==> config.mk <==
export PLATFORM = sky130hd
export DESIGN_NAME = ps2_mouse_rx
export DESIGN_NICKNAME = d
export VERILOG_FILES = /design/src/rtl/ps2_pkg.sv /design/src/rtl/ps2_line_filter.sv /design/src/rtl/ps2_mouse_rx.sv
export SDC_FILE = /design/constraint.sdc
export NUM_CORES = 1
export LEC_CHECK = 0
export CORE_UTILIZATION = 60
export DETAILED_ROUTE_END_ITERATION = 16
export PLACE_DENSITY = 0.82
export SYNTH_ARGS = -nofsm -noshare
export SYNTH_HDL_FRONTEND = slang
export SYNTH_SLANG_ARGS = --single-unit
==> constraint.sdc <==
create_clock -name clk_in -period 5.2 [get_ports clk_in]
set_input_delay 1.04 -clock clk_in [delete_from_list [all_inputs] [get_ports clk_in]]
set_output_delay 1.04 -clock clk_in [all_outputs]
set_load 0.02 [all_outputs]
==> src/rtl/ps2_pkg.sv <==
// Shared types and constants for the PS/2 mouse receiver: frame FSM states,
// header-byte bit positions and the frame geometry.
package ps2_pkg;

    typedef enum logic [1:0] {
        IDLE,
        DATA,
        PARITY,
        STOP
    } frame_state_t;

    // Bit positions inside the first (header) byte of a mouse packet.
    localparam int SYNC_BIT = 3;
    localparam int XSIGN    = 4;
    localparam int YSIGN    = 5;
    localparam int XOVF     = 6;
    localparam int YOVF     = 7;

    // start + 8 data + parity + stop
    localparam int FRAME_BITS = 11;
    localparam int DATA_BITS  = FRAME_BITS - 3;

    function automatic logic odd_parity_ok(input logic [7:0] data, input logic par);
        return ^{data, par};
    endfunction

endpackage

==> src/rtl/ps2_line_filter.sv <==
// Synchronises the PS/2 pins, glitch-filters the clock line and emits a
// one-cycle strobe on each filtered falling edge; synced data is passed through.
module ps2_line_filter #(
    parameter int FILTER_CYCLES = 8
) (
    input  logic clk_in,
    input  logic rst_in,
    input  logic ps2_clk,
    input  logic ps2_data,
    output logic strobe_o,
    output logic data_o
);

    localparam int CW = $clog2(FILTER_CYCLES + 1);

    logic       clk_s1_q, clk_s2_q;
    logic       dat_s1_q, dat_s2_q;
    logic       filt_q, filt_d;
    logic [CW-1:0] cnt_q, cnt_d;
    logic       strobe_q, strobe_d;

    // The filtered clock only moves after FILTER_CYCLES consecutive disagreeing samples.
    always_comb begin
        filt_d   = filt_q;
        cnt_d    = '0;
        strobe_d = 1'b0;
        if (clk_s2_q != filt_q) begin
            if (cnt_q == CW'(FILTER_CYCLES - 1)) begin
                filt_d   = clk_s2_q;
                strobe_d = filt_q;
            end else begin
                cnt_d = cnt_q + 1'b1;
            end
        end
    end

    always_ff @(posedge clk_in or negedge rst_in) begin
        if (!rst_in) begin
            clk_s1_q <= 1'b1;
            clk_s2_q <= 1'b1;
            dat_s1_q <= 1'b1;
            dat_s2_q <= 1'b1;
            filt_q   <= 1'b1;
            cnt_q    <= '0;
            strobe_q <= 1'b0;
        end else begin
            clk_s1_q <= ps2_clk;
            clk_s2_q <= clk_s1_q;
            dat_s1_q <= ps2_data;
            dat_s2_q <= dat_s1_q;
            filt_q   <= filt_d;
            cnt_q    <= cnt_d;
            strobe_q <= strobe_d;
        end
    end

    assign strobe_o = strobe_q;
    assign data_o   = dat_s2_q;

endmodule

==> src/rtl/ps2_mouse_rx.sv <==
// PS/2 mouse receiver: deframes 11-bit frames and assembles 3-byte packets
// into signed 9-bit deltas and button state with a one-cycle valid strobe.
module ps2_mouse_rx
    import ps2_pkg::*;
#(
    parameter int FILTER_CYCLES  = 8,
    parameter int TIMEOUT_CYCLES = 200000
) (
    input  logic       clk_in,
    input  logic       rst_in,
    input  logic       ps2_clk,
    input  logic       ps2_data,
    output logic       packet_valid,
    output logic [8:0] dx,
    output logic [8:0] dy,
    output logic       btn_left,
    output logic       btn_right,
    output logic       btn_middle,
    output logic       x_ovf,
    output logic       y_ovf,
    output logic       frame_err
);

    localparam int TW = $clog2(TIMEOUT_CYCLES + 1);

    logic strobe;
    logic bit_in;

    ps2_line_filter #(
        .FILTER_CYCLES(FILTER_CYCLES)
    ) u_filter (
        .clk_in  (clk_in),
        .rst_in  (rst_in),
        .ps2_clk (ps2_clk),
        .ps2_data(ps2_data),
        .strobe_o(strobe),
        .data_o  (bit_in)
    );

    frame_state_t  state_q, state_d;
    logic [2:0]    bit_cnt_q, bit_cnt_d;
    logic [7:0]    shift_q, shift_d;
    logic          parity_q, parity_d;
    logic [1:0]    idx_q, idx_d;
    logic [7:0]    b0_q, b0_d;
    logic [7:0]    b1_q, b1_d;
    logic [TW-1:0] tmo_q, tmo_d;
    logic          pv_q, pv_d;
    logic          fe_q, fe_d;
    logic [8:0]    dx_q, dx_d;
    logic [8:0]    dy_q, dy_d;
    logic [2:0]    btn_q, btn_d;
    logic          xo_q, xo_d;
    logic          yo_q, yo_d;
    logic          byte_done;
    logic          byte_bad;

    always_comb begin
        state_d   = state_q;
        bit_cnt_d = bit_cnt_q;
        shift_d   = shift_q;
        parity_d  = parity_q;
        idx_d     = idx_q;
        b0_d      = b0_q;
        b1_d      = b1_q;
        tmo_d     = tmo_q;
        pv_d      = 1'b0;
        fe_d      = 1'b0;
        dx_d      = dx_q;
        dy_d      = dy_q;
        btn_d     = btn_q;
        xo_d      = xo_q;
        yo_d      = yo_q;
        byte_done = 1'b0;
        byte_bad  = 1'b0;

        if (strobe) begin
            tmo_d = '0;
            case (state_q)
                IDLE: begin
                    if (!bit_in) begin
                        state_d   = DATA;
                        bit_cnt_d = '0;
                    end
                end
                DATA: begin
                    shift_d   = {bit_in, shift_q[7:1]};
                    bit_cnt_d = bit_cnt_q + 1'b1;
                    if (bit_cnt_q == 3'(DATA_BITS - 1)) begin
                        state_d = PARITY;
                    end
                end
                PARITY: begin
                    parity_d = bit_in;
                    state_d  = STOP;
                end
                STOP: begin
                    if (odd_parity_ok(shift_q, parity_q) && bit_in) begin
                        byte_done = 1'b1;
                    end else begin
                        byte_bad = 1'b1;
                    end
                    state_d = IDLE;
                end
                default: state_d = IDLE;
            endcase
        end else if (state_q != IDLE || idx_q != 2'd0) begin
            // A stalled frame or packet is abandoned silently; outputs keep their values.
            if (tmo_q == TW'(TIMEOUT_CYCLES - 1)) begin
                tmo_d   = '0;
                state_d = IDLE;
                idx_d   = 2'd0;
            end else begin
                tmo_d = tmo_q + 1'b1;
            end
        end else begin
            tmo_d = '0;
        end

        if (byte_bad) begin
            fe_d  = 1'b1;
            idx_d = 2'd0;
        end

        if (byte_done) begin
            case (idx_q)
                2'd0: begin
                    if (shift_q[SYNC_BIT]) begin
                        b0_d  = shift_q;
                        idx_d = 2'd1;
                    end
                end
                2'd1: begin
                    b1_d  = shift_q;
                    idx_d = 2'd2;
                end
                2'd2: begin
                    idx_d = 2'd0;
                    if (b0_q[SYNC_BIT]) begin
                        pv_d  = 1'b1;
                        dx_d  = {b0_q[XSIGN], b1_q};
                        dy_d  = {b0_q[YSIGN], shift_q};
                        btn_d = b0_q[2:0];
                        xo_d  = b0_q[XOVF];
                        yo_d  = b0_q[YOVF];
                    end
                end
                default: idx_d = 2'd0;
            endcase
        end
    end

    always_ff @(posedge clk_in or negedge rst_in) begin
        if (!rst_in) begin
            state_q   <= IDLE;
            bit_cnt_q <= '0;
            shift_q   <= '0;
            parity_q  <= 1'b0;
            idx_q     <= 2'd0;
            b0_q      <= '0;
            b1_q      <= '0;
            tmo_q     <= '0;
            pv_q      <= 1'b0;
            fe_q      <= 1'b0;
            dx_q      <= '0;
            dy_q      <= '0;
            btn_q     <= '0;
            xo_q      <= 1'b0;
            yo_q      <= 1'b0;
        end else begin
            state_q   <= state_d;
            bit_cnt_q <= bit_cnt_d;
            shift_q   <= shift_d;
            parity_q  <= parity_d;
            idx_q     <= idx_d;
            b0_q      <= b0_d;
            b1_q      <= b1_d;
            tmo_q     <= tmo_d;
            pv_q      <= pv_d;
            fe_q      <= fe_d;
            dx_q      <= dx_d;
            dy_q      <= dy_d;
            btn_q     <= btn_d;
            xo_q      <= xo_d;
            yo_q      <= yo_d;
        end
    end

    assign packet_valid = pv_q;
    assign frame_err    = fe_q;
    assign dx           = dx_q;
    assign dy           = dy_q;
    assign btn_left     = btn_q[0];
    assign btn_right    = btn_q[1];
    assign btn_middle   = btn_q[2];
    assign x_ovf        = xo_q;
    assign y_ovf        = yo_q;

endmodule

Word level (Yosys, flattened, before mapping)
Cells that the tools add are included.
Storage, ports and cells
  register bits after elaboration: 85
  input port bits: 4
  output and inout bits: 25
  logic and storage cells: 87
Operators by class
  add/sub/neg operators: 3
  equality and inequality tests: 12
  multiplexer cells: 32
  reductions and logical operators: 18
Operator list (number)
  2-to-1 mux 18 bit: 3
  2-to-1 mux 2 bit: 11
  adder 18 x 1 -> 18 bit, second input constant: 1
  equality test 18 bit, second input constant: 1
  2-to-1 mux 1 bit: 12
  nonzero test 2 bit: 5
  AND reduction 3 bit: 3
  XOR reduction 9 bit: 1
  2-to-1 mux 4 bit: 2
  one-hot mux 2 bit (4 select lines): 1
  AND reduction 2 bit: 4
  equality test 2 bit, second input constant: 3
  inequality test 3 bit, second input constant: 2
  one-hot mux 3 bit (2 select lines): 1
  adder 4 x 1 -> 4 bit, second input constant: 1
  equality test 2 x 1 -> 1 bit, second input constant: 2
  equality test 4 x 3 -> 1 bit, second input constant: 1
  logical NOT 2 bit: 2
  one-hot mux 2 bit (2 select lines): 1
  AND reduction 4 bit: 1
  adder 3 x 1 -> 3 bit, second input constant: 1
  equality test 3 bit, second input constant: 1
  2-to-1 mux 3 bit: 1
  inequality test 2 bit, second input constant: 1
  3 further kinds: 3

Logic depth before layout (Yosys ltp)
Gate-level depths: netlist of run 1.
  word-level depth: 9
  mapped depth: 7
  gate-level depth less buffers: 6

Hierarchy
From an unflattened synthesis of run 1, not the netlist that was laid out.
Unflattened totals
  cells, all modules: 273
  area total of the unflattened synthesis: 3723.6 µm²
By module, submodules not included
  ps2_mouse_rx: times used 1, cells an instance 250, area an instance 3349.5 µm², sequential area each 1876.8 µm²
  ps2_line_filter: times used 1, cells an instance 23, area an instance 374.1 µm², sequential area each 256.5 µm²

Least setup slack after synthesis of run 1
Ideal clock, no wire load.
  kind: reg-to-reg
  start point: register shift_q[1]
  end point: register btn_q[2]
  setup time: 0.125 ns
  arrival time: 1.923 ns
  required time: 5.075 ns
  slack: 3.152 ns
  stages on the path, launching flop included: 6
  buffers on the path: 1
  period minus slack after synthesis: 2.048 ns
  cell sequence: dfrtp_1 -> xor2_1 -> xnor3_2 -> mux2i_4 -> buf_6 -> mux2_4
Between the ends
  cells in the longest elaborated chain, start to end: 6
RTL lines
  start, declared: RTL line ps2_mouse_rx.sv:42  | logic [7:0] shift_q, shift_d;
  start signal, assigned: RTL line ps2_mouse_rx.sv:173  | shift_q <= shift_d;
  XOR reduction 9 bit: RTL line ps2_pkg.sv:24  | return ^{data, par};
  logical AND 1 bit: RTL line ps2_mouse_rx.sv:98  | if (odd_parity_ok(shift_q, parity_q) && bit_in) begin
  2-to-1 mux 1 bit: RTL line ps2_mouse_rx.sv:98
  2-to-1 mux 1 bit: RTL line ps2_mouse_rx.sv:79  | case (state_q)
  2-to-1 mux 1 bit: RTL line ps2_mouse_rx.sv:77  | if (strobe) begin
  AND reduction 3 bit (no line)
  end signal, assigned: RTL line ps2_mouse_rx.sv:183  | btn_q <= btn_d;
  end, declared: RTL line ps2_mouse_rx.sv:52  | logic [2:0] btn_q, btn_d;
No other way between the ends.
A chain may end at the register's enable or synchronous reset.

Final worst setup path of run 1
  start point: register shift_q[1]
  end point: register btn_q[0]
Same word-level chain as after synthesis.

==> impl_metrics.env, run 1 <==
export IMPL_synth_fp_nets=297
export IMPL_min_period_over_period_pct=51.3
export IMPL_clockBufferDepth=2
export IMPL_cp_top_family="multiplexers"
export IMPL_wl_per_cell_um=15.3
export IMPL_reg2reg_slack_ns=2.53
export IMPL_worstSetupPathType="reg2reg"
export IMPL_synth_seq_area_share_pct=55.9
export IMPL_syn_area_um2=3810
export IMPL_hold_class="reg2reg"
export IMPL_hold_buffers=0
export IMPL_yosys_warnings=0
export IMPL_fin_cells=398
export IMPL_drt_total_wl_um=6110
export IMPL_clkTransAtPathRegs_ns=0.08
export IMPL_slowest_stage="mux2i_4"
export IMPL_post_cts_resized=0
export IMPL_grt_max_degree=86
export IMPL_clock_sinks=85
export IMPL_ant_nets=0
export IMPL_synthCells=285
export IMPL_whs_path_depth=0
export IMPL_htree_levels=3
export IMPL_status="complete, no violations"
export IMPL_synth_seq_cells=85
export IMPL_vias_per_cell=5.70
export IMPL_fmax_mhz=375
export IMPL_endpoint_kind="flip-flop"
export IMPL_track_usage_pct=20.4
export IMPL_postCtsSetupBuffers=0
export IMPL_max_slew_worst_pin_slew_ns=1.22
export IMPL_crit_arrival_ns=2.90
export IMPL_dr_first_iter_drc_count=94
export IMPL_nets=330
export IMPL_cts_tree="done"
export IMPL_drt_pass1_iter_count=4
export IMPL_critPathMaxStageDelay_ns=0.98
export IMPL_antenna_cells=0
export IMPL_power_per_cell_area_nw_per_um2=266
export IMPL_port_buffers=28
export IMPL_rsz0062_at_grt="false"
export IMPL_critPathBufInv=0
export IMPL_avgSynthCellArea_um2=13.4
export IMPL_worstReg2RegEnd="btn_q[0]"
export IMPL_io_pins=29
export IMPL_worstPathCellList="xor2_1 > xnor3_2 > mux2i_4 > mux2_1"
export IMPL_maxCapViolations=0
export IMPL_overflow=0
export IMPL_hpwlAfterDp_um=4020
export IMPL_hold_viol=0
export IMPL_die_area_um2=6680
export IMPL_dieWidth_um=81.7
export IMPL_rr_worst_depth=4
export IMPL_slew_violations=0
export IMPL_grt_pass1_wl_um=10000
export IMPL_die_h_um=81.7
export IMPL_fp_row_count=28
export IMPL_start_kind="flip-flop"
export IMPL_vias=2270
export IMPL_initial_core_util_pct=63.3
export IMPL_synth_cell_type_count=43
export IMPL_yosys_area_top_type="dfrtp_1"
export IMPL_numCtsBuffers=9
export IMPL_setup_tns_ns=0
export IMPL_hp_start="u_filter.dat_s1_q"
export IMPL_area_delta_synth_final_pct=13.4
export IMPL_synth_edf_count=0
export IMPL_slew_headroom_pct=18.3
export IMPL_period_needed_ns=2.67
export IMPL_drive_above_1_share_pct=19.5
export IMPL_seqCellArea_um2=2130
export IMPL_yosys_top_cells_area="dfrtp_1, mux2_4, dfstp_2"
export IMPL_holdPathEnd="u_filter.data_o"
export IMPL_synth_ff_type="dfrtp_1"
export IMPL_clock_latency_ns=0.35
export IMPL_antenna_found_initial=0
export IMPL_cts_root_buf="clkbuf_8"
export IMPL_placedCellCount=382
export IMPL_crit_fanout=23
export IMPL_routabilityCongestion=0.809
export IMPL_async_flop_share_pct=100
export IMPL_synth_top_cell_area_share_pct=52.5
export IMPL_p_leak_nw=1.99
export IMPL_fillCellCount=422
export IMPL_grt_pass1_vias=2154
export IMPL_core_um2=6030
export IMPL_rr_startpoint="shift_q[1]"
export IMPL_multi_input_area_um2=1610
export IMPL_cp_data_required_time_ns=5.43
export IMPL_route_detailed_drc=0
export IMPL_setup_viol=0
export IMPL_clock_skew_ns=0.0103
export IMPL_ir_drop_mv=0.194
-- metrics by stage --
| stage | setup slack [ns] | total power (W) | instance area (um^2) | hold WS, ns | utilization, % |
|---|---|---|---|---|---|
| 2_1_floorplan | 3.15 | 0.000725 | 3810 | 0.345 | - |
| 3_3_place_gp | 2.59 | 0.000744 | 4150 | 0.346 | 68.9 |
| 3_5_place_dp | 2.52 | 0.000747 | 4150 | 0.347 | 68.9 |
| 4_1_cts | 2.50 | 0.00116 | 4330 | 0.359 | 71.8 |
| 5_1_grt | 2.40 | 0.00120 | 4330 | 0.362 | 71.8 |
| 6_report | 2.53 | 0.00115 | 4330 | 0.358 | 71.8 |
-- sequential cells by signal, indices dropped and copies added (netlist names), 3 cells and up --
signal and flops:
tmo_q 18, b0_q 8, dx 9, shift_q 8
dy 9, btn_q 3, bit_cnt_q 3, u_filter.cnt_q 4
b1_q 8
-- logic make-up (layout without fill, tap and decap cells) --
family	count (synthesis)	after routing	share of synthesized area, %
XOR/XNOR	21	21	5.97
multiplexers	49	49	18.1
buffers and inverters	14	52	1.77
adder cells (fa/ha/maj)	8	8	2.62
flip-flops	85	85	55.9
AND/OR/NAND/NOR	81	81	11.2
AO/OA/AOI/OAI	27	27	4.46
-- cells in the final DEF (no fill, tap or decap), types with 6 or more instances in the layout --
cell             instances
a21oi_1                  6
clkbuf_8                 9
clkdlybuf4s50_1         27
dfrtp_1                 80
ha_1                     8
inv_1                    8
mux2_1                  10
mux2_2                   8
mux2_4                  28
nand2_1                 13
nand3_1                 13
nand4_1                  6
nor2_1                  21
o21ai_0                  9
xnor2_1                 11
xor2_1                   7
-- metal layers --
layer  part of all wire (%)  track usage [%]
met1                     47             26.7
met2                     48             32.7
met3                    3.6             6.00
met4                    1.4             6.84
met5                      0                0
-- synthesized netlist by cell type, types with 2 or more instances --
library cell and n:
dfstp_2 5, or3_1 4, mux2_4 28, nor2_1 21
xor2_1 7, nand3b_1 2, nor3_1 4, mux2_2 8
dfrtp_1 80, or2_2 2, buf_6 2, mux2_1 10
a32o_1 2, and4_1 2, xnor2_1 11, nor4bb_1 2
o21bai_1 3, o21ai_0 9, and3_1 3, nand4_1 6
inv_1 8, a21oi_1 6, nand2_1 13, clkbuf_1 4
mux2i_4 3, nor4_1 2, ha_1 8, nor3b_1 2
nand3_1 13, o31ai_1 2
-- power breakdown --
| part | switching (W) | internal, W | total, W |
|---|---|---|---|
| logic | 0.0000260 | 0.0000176 | 0.0000436 |
| registers | 0.0000112 | 0.000678 | 0.000690 |
| clock network | 0.000241 | 0.000177 | 0.000417 |
| total | 0.000278 | 0.000873 | 0.00115 |
-- final cells by class --
cell class | count | area share, %
Sequential cell | 85 | 49.3
Multi-Input combinational cell | 186 | 37.3
Timing Repair Buffer | 28 | 6.42
Clock buffer | 10 | 2.95
Tap cell | 75 | 2.17
Clock inverter | 6 | 1.13
Inverter | 8 | 0.694
-- worst max-delay path by stage --
| stage | startpoint | endpoint | slack [ns] | depth (start not counted) |
|---|---|---|---|---|
| 6_report | shift_q[1] | btn_q[0] | 2.53 | 4 |
| 5_1_grt | shift_q[1] | btn_q[0] | 2.40 | 4 |
| 4_1_cts | shift_q[1] | btn_q[0] | 2.50 | 4 |
| 3_5_place_dp | shift_q[1] | btn_q[1] | 2.52 | 4 |
| 3_3_place_gp | shift_q[1] | btn_q[0] | 2.59 | 4 |
| 2_1_floorplan | shift_q[1] | btn_q[2] | 3.15 | 5 |
No activity file was read; power rests on OpenSTA's default activity.
==> inputs of run 2 (changes only) <==
- CORE_UTILIZATION: 60 -> 58
- PLACE_DENSITY: 0.82 -> 0.79
- clock period: 5.2 -> 2.6 ns (I/O delays scaled with it)
==> impl_metrics.env, run 2 (synthesized netlist as in run 1, its figures left out) <==
export IMPL_grt_pass1_vias=2221
export IMPL_clock_sinks=85
export IMPL_clock_latency_ns=0.34
export IMPL_fp_row_count=29
export IMPL_worstPathCellList="xor2_1 > xnor3_2 > mux2i_4 > buf_12 > mux2_1"
export IMPL_slew_violations=0
export IMPL_setup_viol=0
export IMPL_hold_viol=0
export IMPL_antenna_found_initial=0
export IMPL_max_slew_worst_pin_slew_ns=0.493
export IMPL_track_usage_pct=19.8
export IMPL_clock_skew_ns=0.00586
export IMPL_vias_per_cell=5.54
export IMPL_setup_tns_ns=0
export IMPL_hold_buffers=0
export IMPL_start_kind="flip-flop"
export IMPL_antenna_cells=0
export IMPL_status="complete, no violations"
export IMPL_mostFrequentLayoutCells="dfrtp_1, mux2_4, clkdlybuf4s50_1, nor2_1"
export IMPL_grt_pass1_wl_um=10700
export IMPL_drt_pass1_iter_count=4
export IMPL_placedInstanceArea_um2=4210
export IMPL_ant_nets=0
export IMPL_htree_levels=3
export IMPL_numCtsBuffers=9
export IMPL_port_buffers=28
export IMPL_rsz0062_at_grt="false"
export IMPL_largest_register_ffs=18
export IMPL_regMostFlops="tmo_q"
export IMPL_slowest_stage="xnor3_2"
export IMPL_nets=334
export IMPL_critPathBufInv=1
export IMPL_route_detailed_drc=0
export IMPL_power_per_cell_area_nw_per_um2=540
export IMPL_endpoint_kind="flip-flop"
export IMPL_drive_above_1_share_pct=20.2
export IMPL_p_leak_nw=2.03
export IMPL_overflow=0
export IMPL_initial_core_util_pct=60.1
export IMPL_hpwlAfterDp_um=4260
export IMPL_slew_headroom_pct=66.5
export IMPL_io_pins=29
export IMPL_dieWidth_um=83.1
export IMPL_crit_arrival_ns=2.39
export IMPL_core_um2=6350
export IMPL_dr_first_iter_drc_count=124
export IMPL_period_needed_ns=2.16
export IMPL_fillCellCount=458
export IMPL_drt_total_wl_um=6130
export IMPL_fmax_mhz=462
export IMPL_hold_class="in2async"
export IMPL_cts_tree="done"
export IMPL_ir_drop_mv=0.437
export IMPL_vias=2238
export IMPL_maxCapViolations=0
export IMPL_grt_max_degree=46
export IMPL_worstSetupPathType="reg2reg"
export IMPL_wl_per_cell_um=15.2
export IMPL_layout_commonest_cell="dfrtp_1"
export IMPL_critPathMaxStageDelay_ns=0.54
export IMPL_routabilityCongestion=0.829
export IMPL_clkTransAtPathRegs_ns=0.08
export IMPL_die_area_um2=6910
export IMPL_clockBufferDepth=2
export IMPL_area_delta_synth_final_pct=15.3
export IMPL_cp_top_family="XOR/XNOR gates"
export IMPL_final_cell_area_um2=4400
export IMPL_cp_data_required_time_ns=2.83
export IMPL_post_cts_resized=0
export IMPL_die_h_um=83.1
export IMPL_postCtsSetupBuffers=0
export IMPL_cts_root_buf="clkbuf_8"
export IMPL_crit_fanout=23
export IMPL_min_period_over_period_pct=83.2
==> run 2: cell types whose count changed in the layout (fill, tap and decap cells not counted) <==
cell and delta:
buf_12 +2, buf_4 +2, clkinv_2 +2, clkinv_4 -2, clkinvlp_4 -2, bufinv_16 +1
clkbuf_1 +1, clkbuf_8 +1, inv_6 -1
==> run 2: path summary, 6_finish.rpt <==
path,slack (ns),start,to,depth (start not counted)
setup / recovery,0.44,shift_q[1],btn_q[0],5
hold / removal,0.14,rst_in,b1_q[2],1
setup reg to reg,0.44,shift_q[1],btn_q[0],5
hold reg to reg,0.36,u_filter.clk_s1_q,u_filter.clk_s2_q,0
max in group asynchronous,1.85,rst_in,tmo_q[6],2
min in group clk_in,0.36,u_filter.clk_s1_q,u_filter.clk_s2_q,0
==> run 2: area by class of cell <==
cell class                 instances  area, um^2  share of cell area (%)
timing repair buffer              32         333                    7.57
clock buffer                      12         145                    3.30
clock inverter                     4        47.5                    1.08
multi-input combinational        186        1610                    36.7
sequential                        85        2130                    48.5
inverter                           8        30.0                   0.683
tap                               77        96.3                    2.19
==> run 2: worst reg2reg max path: stages, from the launching register on <==
cell and delay [ns]:
dfrtp_1 0.44, xor2_1 0.18, xnor3_2 0.54, mux2i_4 0.30, buf_12 0.23, mux2_1 0.35
==> run 2: metal layers <==
metal / routed length, um / GRT usage, % / up-vias
met1: 2930 / 27.1 / 1101
met2: 2930 / 31.4 / 38
met5: 0 / 0 / -
met3: 199 / 4.27 / 7
li1: - / - / 1092
met4: 67 / 7.52 / 0
==> run 2: power by group <==
| part | switching, W | leakage (nW) | internal, W |
|---|---|---|---|
| Clock | 0.000438 | 0.0964 | 0.000468 |
| Combinational | 0.0000510 | 0.768 | 0.0000387 |
| Sequential | 0.0000222 | 1.17 | 0.00136 |
==> run 2: through the flow <==
stage | cells | setup slack, ns | utilization, % | power [W] | hold slack [ns]
after floorplan | 285 | 0.552 | - | 0.00145 | 0.224
after global placement | 388 | 0.496 | 66.2 | 0.00149 | 0.345
after detailed placement | 388 | 0.442 | 66.2 | 0.00150 | 0.347
after CTS | 404 | 0.427 | 69.3 | 0.00240 | 0.154
after global routing | 404 | 0.360 | 69.3 | 0.00248 | 0.182
final | 404 | 0.437 | 69.3 | 0.00237 | 0.142
